File: config.mk
export PLATFORM = sky130hd
export DESIGN_NAME = ram16x4_sync_ctrl
export DESIGN_NICKNAME = d
export VERILOG_FILES = /design/src/rtl/ram16x4_sync_ctrl.sv
export SDC_FILE = /design/constraint.sdc
export NUM_CORES = 1
export LEC_CHECK = 0
export BUFFER_PORTS_ARGS = -buffer_cell sky130_fd_sc_hd__buf_2
export CAP_MARGIN = 20
export CORE_UTILIZATION = 46
export DETAILED_ROUTE_END_ITERATION = 8
export GPL_ROUTABILITY_DRIVEN = 0
export GPL_TIMING_DRIVEN = 0
export PLACE_DENSITY = 0.81
export SLEW_MARGIN = 20
export SYNTH_ARGS = -nofsm -noshare
export SYNTH_HDL_FRONTEND = slang
export SYNTH_SLANG_ARGS = --single-unit
File: constraint.sdc
create_clock -name clk -period 1.8 [get_ports clk]
set_input_delay 0.09 -clock clk [delete_from_list [all_inputs] [get_ports clk]]
set_output_delay 0.09 -clock clk [all_outputs]
set_load 0.02 [all_outputs]
File: src/rtl/ram16x4_sync_ctrl.sv
// rtl/ram16x4_sync_ctrl.sv - synchronous request/response front end for the 16x4 async RAM
// Sequences csn/rwn through registered setup/pulse/hold phases so a write never sees a moving address or data.
module ram16x4_sync_ctrl #(
    parameter int ADDR_W   = 4,
    parameter int DATA_W   = 4,
    parameter int WR_PULSE = 2,
    parameter int RD_WAIT  = 1
) (
    input  logic              clk,
    input  logic              rst,
    input  logic              req_valid,
    output logic              req_ready,
    input  logic              req_wr,
    input  logic [ADDR_W-1:0] req_addr,
    input  logic [DATA_W-1:0] req_wdata,
    output logic              wr_done,
    output logic              rsp_valid,
    input  logic              rsp_ready,
    output logic [DATA_W-1:0] rsp_rdata,
    output logic [ADDR_W-1:0] ram_addr,
    output logic [DATA_W-1:0] ram_datain,
    output logic              ram_csn,
    output logic              ram_rwn,
    input  logic [DATA_W-1:0] ram_dataout
);

    localparam int CNT_MAX = (WR_PULSE > RD_WAIT + 1) ? WR_PULSE : RD_WAIT + 1;
    localparam int CNT_W   = $clog2(CNT_MAX) + 1;
    localparam logic [CNT_W-1:0] WR_LOAD = CNT_W'(WR_PULSE - 1);
    localparam logic [CNT_W-1:0] RD_LOAD = CNT_W'(RD_WAIT);
    localparam logic [CNT_W-1:0] CNT_ONE = CNT_W'(1);

    typedef enum logic [2:0] {
        S_IDLE,
        S_WR_SETUP,
        S_WR_PULSE,
        S_WR_HOLD,
        S_RD_ACCESS,
        S_RD_RESP
    } state_t;

    state_t              state;
    state_t              state_d;
    logic [CNT_W-1:0]    cnt;
    logic [CNT_W-1:0]    cnt_d;
    logic                accept;

    logic                csn_d;
    logic                rwn_d;
    logic                wr_done_d;
    logic                rsp_valid_d;
    logic [DATA_W-1:0]   rsp_rdata_d;
    logic [ADDR_W-1:0]   addr_d;
    logic [DATA_W-1:0]   datain_d;

    assign req_ready = (state == S_IDLE);
    assign accept    = req_valid && req_ready;

    always_ff @(posedge clk) begin
        if (rst) begin
            state      <= S_IDLE;
            cnt        <= '0;
            ram_csn    <= 1'b1;
            ram_rwn    <= 1'b1;
            ram_addr   <= '0;
            ram_datain <= '0;
            wr_done    <= 1'b0;
            rsp_valid  <= 1'b0;
            rsp_rdata  <= '0;
        end else begin
            state      <= state_d;
            cnt        <= cnt_d;
            ram_csn    <= csn_d;
            ram_rwn    <= rwn_d;
            ram_addr   <= addr_d;
            ram_datain <= datain_d;
            wr_done    <= wr_done_d;
            rsp_valid  <= rsp_valid_d;
            rsp_rdata  <= rsp_rdata_d;
        end
    end

    // The counter is only ever reloaded on entry to a timed phase and counts down to zero.
    always_comb begin
        state_d = state;
        cnt_d   = cnt;
        case (state)
            S_IDLE: begin
                if (accept) begin
                    if (req_wr) begin
                        state_d = S_WR_SETUP;
                    end else begin
                        state_d = S_RD_ACCESS;
                        cnt_d   = RD_LOAD;
                    end
                end
            end
            S_WR_SETUP: begin
                state_d = S_WR_PULSE;
                cnt_d   = WR_LOAD;
            end
            S_WR_PULSE: begin
                if (cnt == '0) begin
                    state_d = S_WR_HOLD;
                end else begin
                    cnt_d = cnt - CNT_ONE;
                end
            end
            S_WR_HOLD: begin
                state_d = S_IDLE;
            end
            S_RD_ACCESS: begin
                if (cnt == '0) begin
                    state_d = S_RD_RESP;
                end else begin
                    cnt_d = cnt - CNT_ONE;
                end
            end
            S_RD_RESP: begin
                if (rsp_ready) begin
                    state_d = S_IDLE;
                end
            end
            default: begin
                state_d = S_IDLE;
            end
        endcase
    end

    // Pin levels are decoded from the state being entered, so they land in flops together with it.
    always_comb begin
        csn_d       = !((state_d == S_WR_PULSE) || (state_d == S_RD_ACCESS));
        rwn_d       = !((state_d == S_WR_SETUP) || (state_d == S_WR_PULSE) || (state_d == S_WR_HOLD));
        wr_done_d   = (state_d == S_WR_HOLD);
        rsp_valid_d = (state_d == S_RD_RESP);
        rsp_rdata_d = rsp_rdata;
        if ((state == S_RD_ACCESS) && (state_d == S_RD_RESP)) begin
            rsp_rdata_d = ram_dataout;
        end
        addr_d   = accept ? req_addr : ram_addr;
        datain_d = (accept && req_wr) ? req_wdata : ram_datain;
    end

endmodule

==> reports/qor.csv, run 1 <==
metric,value,unit
power_frac_seq,48.0,%
crit_buf_inv,1,
synthToLayoutAreaGrowth,25.0,%
die_w,46.0,um
drv_cap,0,
diodes,0,
tightest_slew,0.613,ns
h-tree-depth,1,
hold-path-cell-count,3,
slew_violations,0,
via_per_inst,5.06,
finalHoldWorstSlack,0.0216,ns
dpl.hpwl,1410,um
cp-startpoint,state[2],
final-setup-viol-count,0,
drt_wl_total,1760,um
worstSetupEndpointType,register,
grt_antenna_before_repair,0,
rr_endpoint,ram_rwn,
path_cells,buf_6 -> nor4b_4 -> nand2_2 -> o211ai_1 -> o211ai_1,
crit_path_start_kind,register,
cpLargestDelayFamily,simple AND/OR/NAND/NOR gates,
cts.path.max_buffers,2,
core_area,1760,sq um
synth_edf_count,0,
avgSynthCellArea,9.17,sq um
skew,0.00335,ns
rows,15,
p_clk_share,19.3,%
r2r-start,state[2],
postCtsHoldBufs,0,
ir_drop,0.689,mV
cp_max_fo,9,
cts_setup_buffers,0,
drive_gt1_share,35.1,%
dieHeight,46.0,um
finalCriticalPeriod,1.59,ns
grt_pass1_wl,2730,um
setup_tns,0,ns
wl_met3,91,um
cp_slowest_cell,nor4b_4,
cts.sinks,21,
setup.worst_path.class,register to register,
power_density,1000,nW/um^2
ys_seq_area_share,47.3,%
cp_common_cell,o211ai_1,
hold_class,input port to register,
drt_iter0_drc,14,
ys_seq_elements,21,
routed-wl-met2,930,um
min_period_over_period,88.5,%
cts_root_buffer,clkbuf_4,
outcome,"finished, final reports clean",
yosysWarnings,0,
drt-pass1-iter-count,3,
grt_util_all_layers,18.5,%
reg2reg_depth,5,
syn-num-nets,115,
ys_types,32,
postPlaceCellArea,1090,sq um
wl_per_cell,11.1,um
async_flop_share,0,%
clk_latency,0.29,ns
maxUsedRoutingLayer,met4,
r2r_slack,0.21,ns
portBuffers,33,
cp.arrival,1.78,ns
synthCells,97,
clock.fmax,628,MHz
switchingPower,361,uW
ant_nets,0,
pin_count,34,
rsz0062_at_grt,false,
grt_overflow,0,
finalNetCount,153,
cts_buffers,3,
drt-met1-wl,730,um
drc,0,
synth_area,890,sq um
fillers,173,
die_area,2110,sq um
cts_tree,done,
relSlewSlack,59.0,%
synthFlopType,dfxtp_1,
hold_viol,0,
vias,805,
p_leak,0.498,nW
cp_data_required_time,1.98,ns
ctsResizeCount,0,
hold_start,ram_dataout[2],
grt_max_degree,12,
grt_pass1_vias,716,
switching_share,32.4,%
clkTransAtPathRegs,0.11,ns
worstHoldEndpoint,rsp_rdata[2],
combPwrFrac,32.7,%
initial_core_util,50.4,%
p_int,752,uW
design_area,1110,sq um
cp_slowest_stage_delay,0.59,ns
-- worst reg2reg max path: stages, from the launching register on --
cell      delay (ns)
dfxtp_1         0.32
buf_6           0.14
nor4b_4         0.59
nand2_2         0.20
o211ai_1        0.13
o211ai_1        0.10
-- through the flow --
stage	util [%]	power (mW)	std cells	setup slack, ns
after floorplan	-	0.812	97	0.371
after global placement	61.6	0.899	155	0.188
after detailed placement	61.6	0.910	155	0.192
after CTS	63.0	1.13	159	0.181
after global routing	63.0	1.18	159	0.0829
final	63.0	1.11	159	0.207
-- sequential cells by signal, summed over array words and instances, names as in the netlist --
signal and flops:
ram_addr 4, ram_datain 4, rsp_rdata 4, state 3
cnt 2, ram_csn 1, ram_rwn 1, rsp_valid 1
wr_done 1
-- cell type report --
class	instances	area, sq um	share of cell area, %
inverters	4	15.0	1.35
repair buffers	33	165	14.8
multi-input cells	67	412	37.0
well taps	25	31.3	2.81
plain buffers	5	42.5	3.82
clock buffers	4	26.3	2.36
flip-flops and latches	21	420	37.8
-- cells by family (layout without fill, tap and decap cells) --
| kind of cell | after synthesis | in the layout | share of synthesized area [%] |
|---|---|---|---|
| DFF | 21 | 21 | 47.3 |
| muxes | 4 | 4 | 4.50 |
| and+or+nand+nor | 38 | 38 | 23.8 |
| xor gates and xnor gates | 1 | 1 | 0.985 |
| buffers and inverters | 9 | 46 | 6.47 |
| AOI/OAI and AO/OA | 23 | 23 | 15.6 |
| adders and majority gates | 1 | 1 | 1.41 |
-- power by group through the flow --
stage / registers (mW) / logic (mW) / clock network, mW
3_3_place_gp: 0.543 / 0.356 / 0
2_1_floorplan: 0.588 / 0.225 / 0
4_1_cts: 0.535 / 0.366 / 0.226
6_report: 0.534 / 0.363 / 0.215
5_1_grt: 0.540 / 0.397 / 0.242
3_5_place_dp: 0.545 / 0.365 / 0
-- synthesized netlist by cell type (all sizes together), types with 2 or more instances --
library cell | instances | area, sq um
dfxtp | 21 | 420
nand2 | 12 | 47.6
a21oi | 9 | 45.0
nor2 | 9 | 36.3
o21ai | 6 | 30.0
buf | 4 | 35.0
inv | 4 | 15.0
mux2i | 4 | 40.0
nand3 | 4 | 20.0
nor3 | 4 | 20.0
nand2b | 3 | 26.3
nand4 | 2 | 12.5
o211ai | 2 | 15.0
or2b | 2 | 18.8
-- per-layer routing --
metal  global-route usage, %  vias to the layer above
met5                       0                        -
met2                    33.2                       23
met1                    18.8                      373
met4                    7.65                        0
li1                        -                      407
met3                    7.14                        2
-- layout by cell type, fill, tap and decap left out --
master and instances:
o21ai_1 1, nor2b_1 1, buf_2 34, a21o_2 1
nand4_1 2, a31oi_1 1, nand2b_1 2, nand2_1 11
buf_4 1, nor2_1 8, o31ai_1 1, o21ai_0 5
nand3_1 4, clkbuf_4 4, a22oi_1 1, xnor2_1 1
ha_1 1, nor3_1 4, nor4b_4 1, nor2_2 1
a21oi_1 9, inv_1 4, or2b_4 1, dfxtp_1 21
nand2_2 1, mux2i_1 4, o211a_1 1, nand2b_4 1
buf_6 2, o211ai_1 2, a211o_1 1, or2b_1 1
clkbuf_1 1
-- worst max-delay path by stage --
stage / to / cells past startpoint
finish: ram_rwn / 5
global route: ram_rwn / 5
CTS: ram_rwn / 5
detailed placement: ram_rwn / 5
global placement: ram_rwn / 5
floorplan: ram_rwn / 5
Note: power is estimated with default switching activity, not from simulation.
==> run 2: changes to the inputs <==
--- a/config.mk
+++ b/config.mk
@@ -7,11 +7,11 @@
 export LEC_CHECK = 0
 export BUFFER_PORTS_ARGS = -buffer_cell sky130_fd_sc_hd__buf_2
 export CAP_MARGIN = 20
-export CORE_UTILIZATION = 46
+export CORE_UTILIZATION = 45
 export DETAILED_ROUTE_END_ITERATION = 8
 export GPL_ROUTABILITY_DRIVEN = 0
 export GPL_TIMING_DRIVEN = 0
-export PLACE_DENSITY = 0.81
+export PLACE_DENSITY = 0.79
 export SLEW_MARGIN = 20
 export SYNTH_ARGS = -nofsm -noshare
 export SYNTH_HDL_FRONTEND = slang
==> run 2 against run 1 <==
Effect of this change: global-route usage about the same; sequential power about the same; critical path depth unchanged; largest cell class unchanged; critical endpoint unchanged.
==> reports/qor.csv, run 2 (synthesis results as in run 1) <==
metric,value,unit
postCtsHoldBufs,0,
clock.fmax,614,MHz
h-tree-depth,1,
cts_setup_buffers,0,
r2r_slack,0.17,ns
fillers,152,
drt-pass1-iter-count,4,
pre_cts_slack,0.167,ns
synthToLayoutAreaGrowth,29.7,%
power,1.14,mW
outcome,"finished, final reports clean",
drt_iter0_drc,15,
rr_endpoint,ram_rwn,
rows,15,
initial_core_util,49.9,%
hold_start,req_addr[3],
cts_tree,done,
relSlewSlack,58.3,%
hold_viol,0,
final_common_cell,buf_2,
worstSetupEndpointType,register,
cts_buffers,3,
clk_latency,0.32,ns
grt_max_degree,13,
setup_ws,0.171,ns
cts_root_buffer,clkbuf_4,
skew,0.00943,ns
die_area,2160,sq um
r2r-start,state[2],
drive_gt1_share,34.8,%
finalCriticalPeriod,1.63,ns
grt_util_all_layers,18.5,%
power_density,985,nW/um^2
finalNetCount,157,
clkTransAtPathRegs,0.12,ns
grt_antenna_before_repair,0,
drt_wl_total,1860,um
cp_data_required_time,2.00,ns
vias,798,
dieHeight,46.5,um
cp_max_fo,9,
ant_nets,0,
pin_count,34,
final-setup-viol-count,0,
ir_drop,0.485,mV
crit_path_start_kind,register,
cts.path.max_buffers,2,
drv_cap,0,
top_regs,"ram_addr (4), ram_datain (4), rsp_rdata (4)",
most-common-layout-cells,"34 x buf_2, 21 x dfxtp_1, 11 x nand2_1, 9 x a21oi_1, 8 x nor2_1",
finalHoldWorstSlack,0.000153,ns
fin_cells,163,
worstHoldEndpoint,ram_addr[3],
grt_pass1_vias,655,
cts.sinks,21,
diodes,0,
setup_tns,0,ns
portBuffers,33,
grt_overflow,0,
tightest_slew,0.623,ns
rsz0062_at_grt,false,
cp.arrival,1.83,ns
ff_latch_area,420,sq um
reg2reg_depth,5,
slew_violations,0,
hold_class,input port to register,
drc,0,
wl_per_cell,11.4,um
dp.cells,155,
min_period_over_period,90.5,%
p_leak,0.518,nW
ctsResizeCount,0,
core_area,1780,sq um
multi_input_area,412,sq um
via_per_inst,4.90,
die_w,46.5,um
dpl.hpwl,1320,um
grt_pass1_wl,2780,um
hold-path-cell-count,3,
setup.worst_path.class,register to register,
run 2: final cells by class:
| cell class | count | area share [%] |
|---|---|---|
| Inverter | 4 | 1.30 |
| Sequential cell | 21 | 36.4 |
| Timing Repair Buffer | 37 | 17.8 |
| Clock inverter | 1 | 0.434 |
| Clock buffer | 3 | 1.95 |
| Multi-Input combinational cell | 67 | 35.7 |
| Buffer | 5 | 3.69 |
| Tap cell | 25 | 2.71 |
run 2: through the flow:
stage	util (%)	cell area (sq um)
2_1_floorplan	-	890
3_3_place_gp	60.9	1090
3_5_place_dp	60.9	1090
4_1_cts	62.5	1110
5_1_grt	64.7	1150
6_report	64.7	1150
run 2: critical path, cell delays in order, from the launching register on:
cell      delay (ns)
dfxtp_1         0.32
buf_6           0.14
nor4b_4         0.60
nand2_2         0.21
o211ai_1        0.13
o211ai_1        0.12
run 2: how the worst max path moves through the flow:
stage | depth (start not counted) | endpoint | from
final | 5 | ram_rwn | state[2]
after global routing | 5 | ram_rwn | state[2]
after CTS | 5 | ram_rwn | state[2]
after detailed placement | 5 | ram_rwn | state[2]
after global placement | 5 | ram_rwn | state[2]
after floorplan | 5 | ram_rwn | state[2]
run 2: power breakdown:
| group | internal, mW | switching [mW] |
|---|---|---|
| Clock | 0.0834 | 0.146 |
| Sequential | 0.515 | 0.0190 |
| Combinational | 0.158 | 0.216 |
| Total | 0.755 | 0.381 |
run 2: routing by layer:
metal / share of wire [%] / vias up / routed length [um] / track usage (%)
li1: - / 418 / - / -
met1: 44 / 354 / 827 / 23.2
met2: 50 / 22 / 929 / 28.3
met3: 3.8 / 4 / 71 / 4.71
met4: 1.7 / 0 / 31 / 10.6
met5: 0 / - / 0 / 0
==> run 3: changes to the inputs <==
--- a/config.mk
+++ b/config.mk
@@ -5,6 +5,7 @@
 export SDC_FILE = /design/constraint.sdc
 export NUM_CORES = 1
 export LEC_CHECK = 0
+export ABC_AREA = 1
 export BUFFER_PORTS_ARGS = -buffer_cell sky130_fd_sc_hd__buf_2
 export CAP_MARGIN = 20
 export CORE_UTILIZATION = 45
==> run 3 against run 2 <==
Effect of this change: via count is 4.9% higher; area after synthesis is 1.7% higher; first-iteration DRC count is 33% lower; register-to-register slack better by 0.32 ns; combinational power is 29% higher; critical path depth stayed put; critical endpoint is now rsp_rdata[1].
==> reports/qor.csv, run 3 <==
metric,value,unit
cp.arrival,1.50,ns
async_flop_share,0,%
drive_gt1_share,34.9,%
clock.fmax,761,MHz
synth_compound_area_share,11.5,%
ir_drop,0.650,mV
wl_per_cell,9.87,um
synth_top_area_share,46.5,%
grt_util_all_layers,18.4,%
synthFlopType,dfxtp_1,
cp_slowest_stage_delay,0.31,ns
yosys.area_share.adder,1.38,%
via_per_inst,4.73,
yosysWarnings,0,
hold_class,input port to register,
top_regs,"ram_addr (4), ram_datain (4), rsp_rdata (4)",
hold_start,req_addr[2],
yosys.area_share.simple,31.8,%
synth_top_family_by_area,simple AND/OR/NAND/NOR gates,
h-tree-depth,1,
r2r_slack,0.49,ns
cts.sinks,21,
finalCriticalPeriod,1.31,ns
outcome,"finished, final reports clean",
rr_endpoint,rsp_rdata[1],
synthCells,115,
grt_pass1_vias,788,
synth_common_cells,"21 x dfxtp_1, 21 x nand2_1, 14 x inv_1, 14 x nor2_1",
clkTransAtPathRegs,0.11,ns
setup.worst_path.class,register to register,
met3_usage,3.08,%
grt_antenna_before_repair,0,
finalNetCount,171,
setup_tns,0,ns
drv_cap,0,
vias,837,
synth_mux_area_share,0,%
drt-pass1-iter-count,4,
die_w,46.8,um
most-common-layout-cells,"33 x buf_2, 21 x nand2_1, 21 x dfxtp_1, 14 x inv_1, 14 x nor2_1",
grt_overflow,0,
drt_iter0_drc,10,
p_leak,0.587,nW
synthToLayoutAreaGrowth,24.6,%
dpl.hpwl,1380,um
power,1.26,mW
avgSynthCellArea,7.87,sq um
skew,0.00518,ns
tightest_slew,0.276,ns
synth-xor-area-share,0,%
r2r-start,cnt[0],
synthTopCellsByArea,"dfxtp_1 46%, nand2_1 8.7%, inv_1 5.8%",
grt_max_degree,12,
drc,0,
ctsResizeCount,0,
final_common_cell,buf_2,
die_area,2190,sq um
ant_nets,0,
drt_wl_total,1750,um
cp_max_fo,8,
cts_tree,done,
multi_input_area,404,sq um
pin_count,34,
ys_seq_area_share,46.5,%
diodes,0,
cp_data_required_time,1.98,ns
final-setup-viol-count,0,
hold_viol,0,
cp_slowest_cell,dfxtp_1,
ys_types,20,
relSlewSlack,81.6,%
slew_violations,0,
min_period_over_period,73.0,%
dieHeight,46.8,um
path_cells,inv_1 -> ha_1 -> nand4_1 -> o21ai_0 -> a21oi_1,
rsz0062_at_grt,false,
cts_buffers,3,
ys_seq_elements,21,
synth_edf_count,0,
syn-num-nets,133,
reg2reg_depth,5,
crit_path_start_kind,register,
hold-path-cell-count,3,
core_area,1800,sq um
cp-startpoint,cnt[0],
cts_setup_buffers,0,
portBuffers,33,
cts_root_buffer,clkbuf_4,
grt-busiest-layer,met2,
rows,15,
ff_latch_area,420,sq um
crit_buf_inv,1,
fillers,180,
cpLargestDelayFamily,flip-flops,
clk_latency,0.29,ns
power_density,1120,nW/um^2
worstHoldEndpoint,ram_addr[2],
postCtsHoldBufs,0,
grt_pass1_wl,2860,um
synth_area,905,sq um
worstSetupEndpointType,register,
cts.path.max_buffers,2,
use_met1,18.6,%
initial_core_util,50.2,%
synth_top_area_cell,dfxtp_1,
met2_usage,35.0,%
==> run 3: cell types whose count changed after synthesis, moves of 2 or more <==
| cell | change |
|---|---|
| inv_1 | +10 |
| nand2_1 | +10 |
| nor2_1 | +6 |
| mux2i_1 | -4 |
| nor3_1 | -4 |
| o21ai_0 | +4 |
| inv_2 | +3 |
| nand2_2 | +3 |
| buf_6 | -2 |
| nand2b_1 | -2 |
| nand3_2 | +2 |
| nand3_4 | +2 |
| nand4_1 | +2 |
| o211ai_1 | -2 |
==> run 3: cell families after synthesis <==
kind of cell,Yosys count
simple gates,53
fa+ha+maj,1
buf+inv,20
flops,21
compound gates,20
==> run 3: worst max path at each step <==
| stage | to | slack, ns | cells after the start |
|---|---|---|---|
| finish | rsp_rdata[1] | 0.49 | 5 |
| detailed placement | rsp_rdata[1] | 0.49 | 5 |
| global placement | rsp_rdata[2] | 0.55 | 5 |
| CTS | rsp_rdata[1] | 0.47 | 5 |
| global route | rsp_rdata[3] | 0.34 | 5 |
| floorplan | rsp_rdata[0] | 0.67 | 5 |
==> run 3: worst min-delay path, stage by stage <==
cell,delay [ns]
buf_2,0.08
nor2_1,0.03
nor2_1,0.08
==> run 3: per-layer routing <==
metal	vias to the layer above	routed length [um]	share of wire, %
met4	0	13	0.74
li1	440	-	-
met5	-	0	0
met2	21	881	50
met3	2	88	5.0
met1	374	764	44
==> run 3: through the flow <==
stage	hold slack (ns)	cell area [sq um]	utilization, %	worst slack [ns]	instances
after floorplan	0.159	905	-	0.666	115
after global placement	0.312	1100	61.1	0.551	173
after detailed placement	0.324	1100	61.1	0.485	173
after CTS	0.0141	1130	62.6	0.471	177
after global routing	0.0222	1130	62.6	0.340	177
final	0.0268	1130	62.6	0.487	177
==> run 3: cell type report <==
class                           instances  area share (%)
Sequential cell                        21            37.3
Multi-Input combinational cell         74            35.8
Timing Repair Buffer                   33            14.7
Inverter                               19            6.66
Tap cell                               25            2.77
Clock buffer                            4            2.33
Buffer                                  1           0.444
==> run 3: where the power goes <==
part / internal (mW) / switching [mW] / total (mW) / leakage [nW]
clock: 0.0861 / 0.129 / 0.215 / 0.0150
combinational: 0.166 / 0.316 / 0.482 / 0.400
sequential: 0.538 / 0.0304 / 0.568 / 0.172
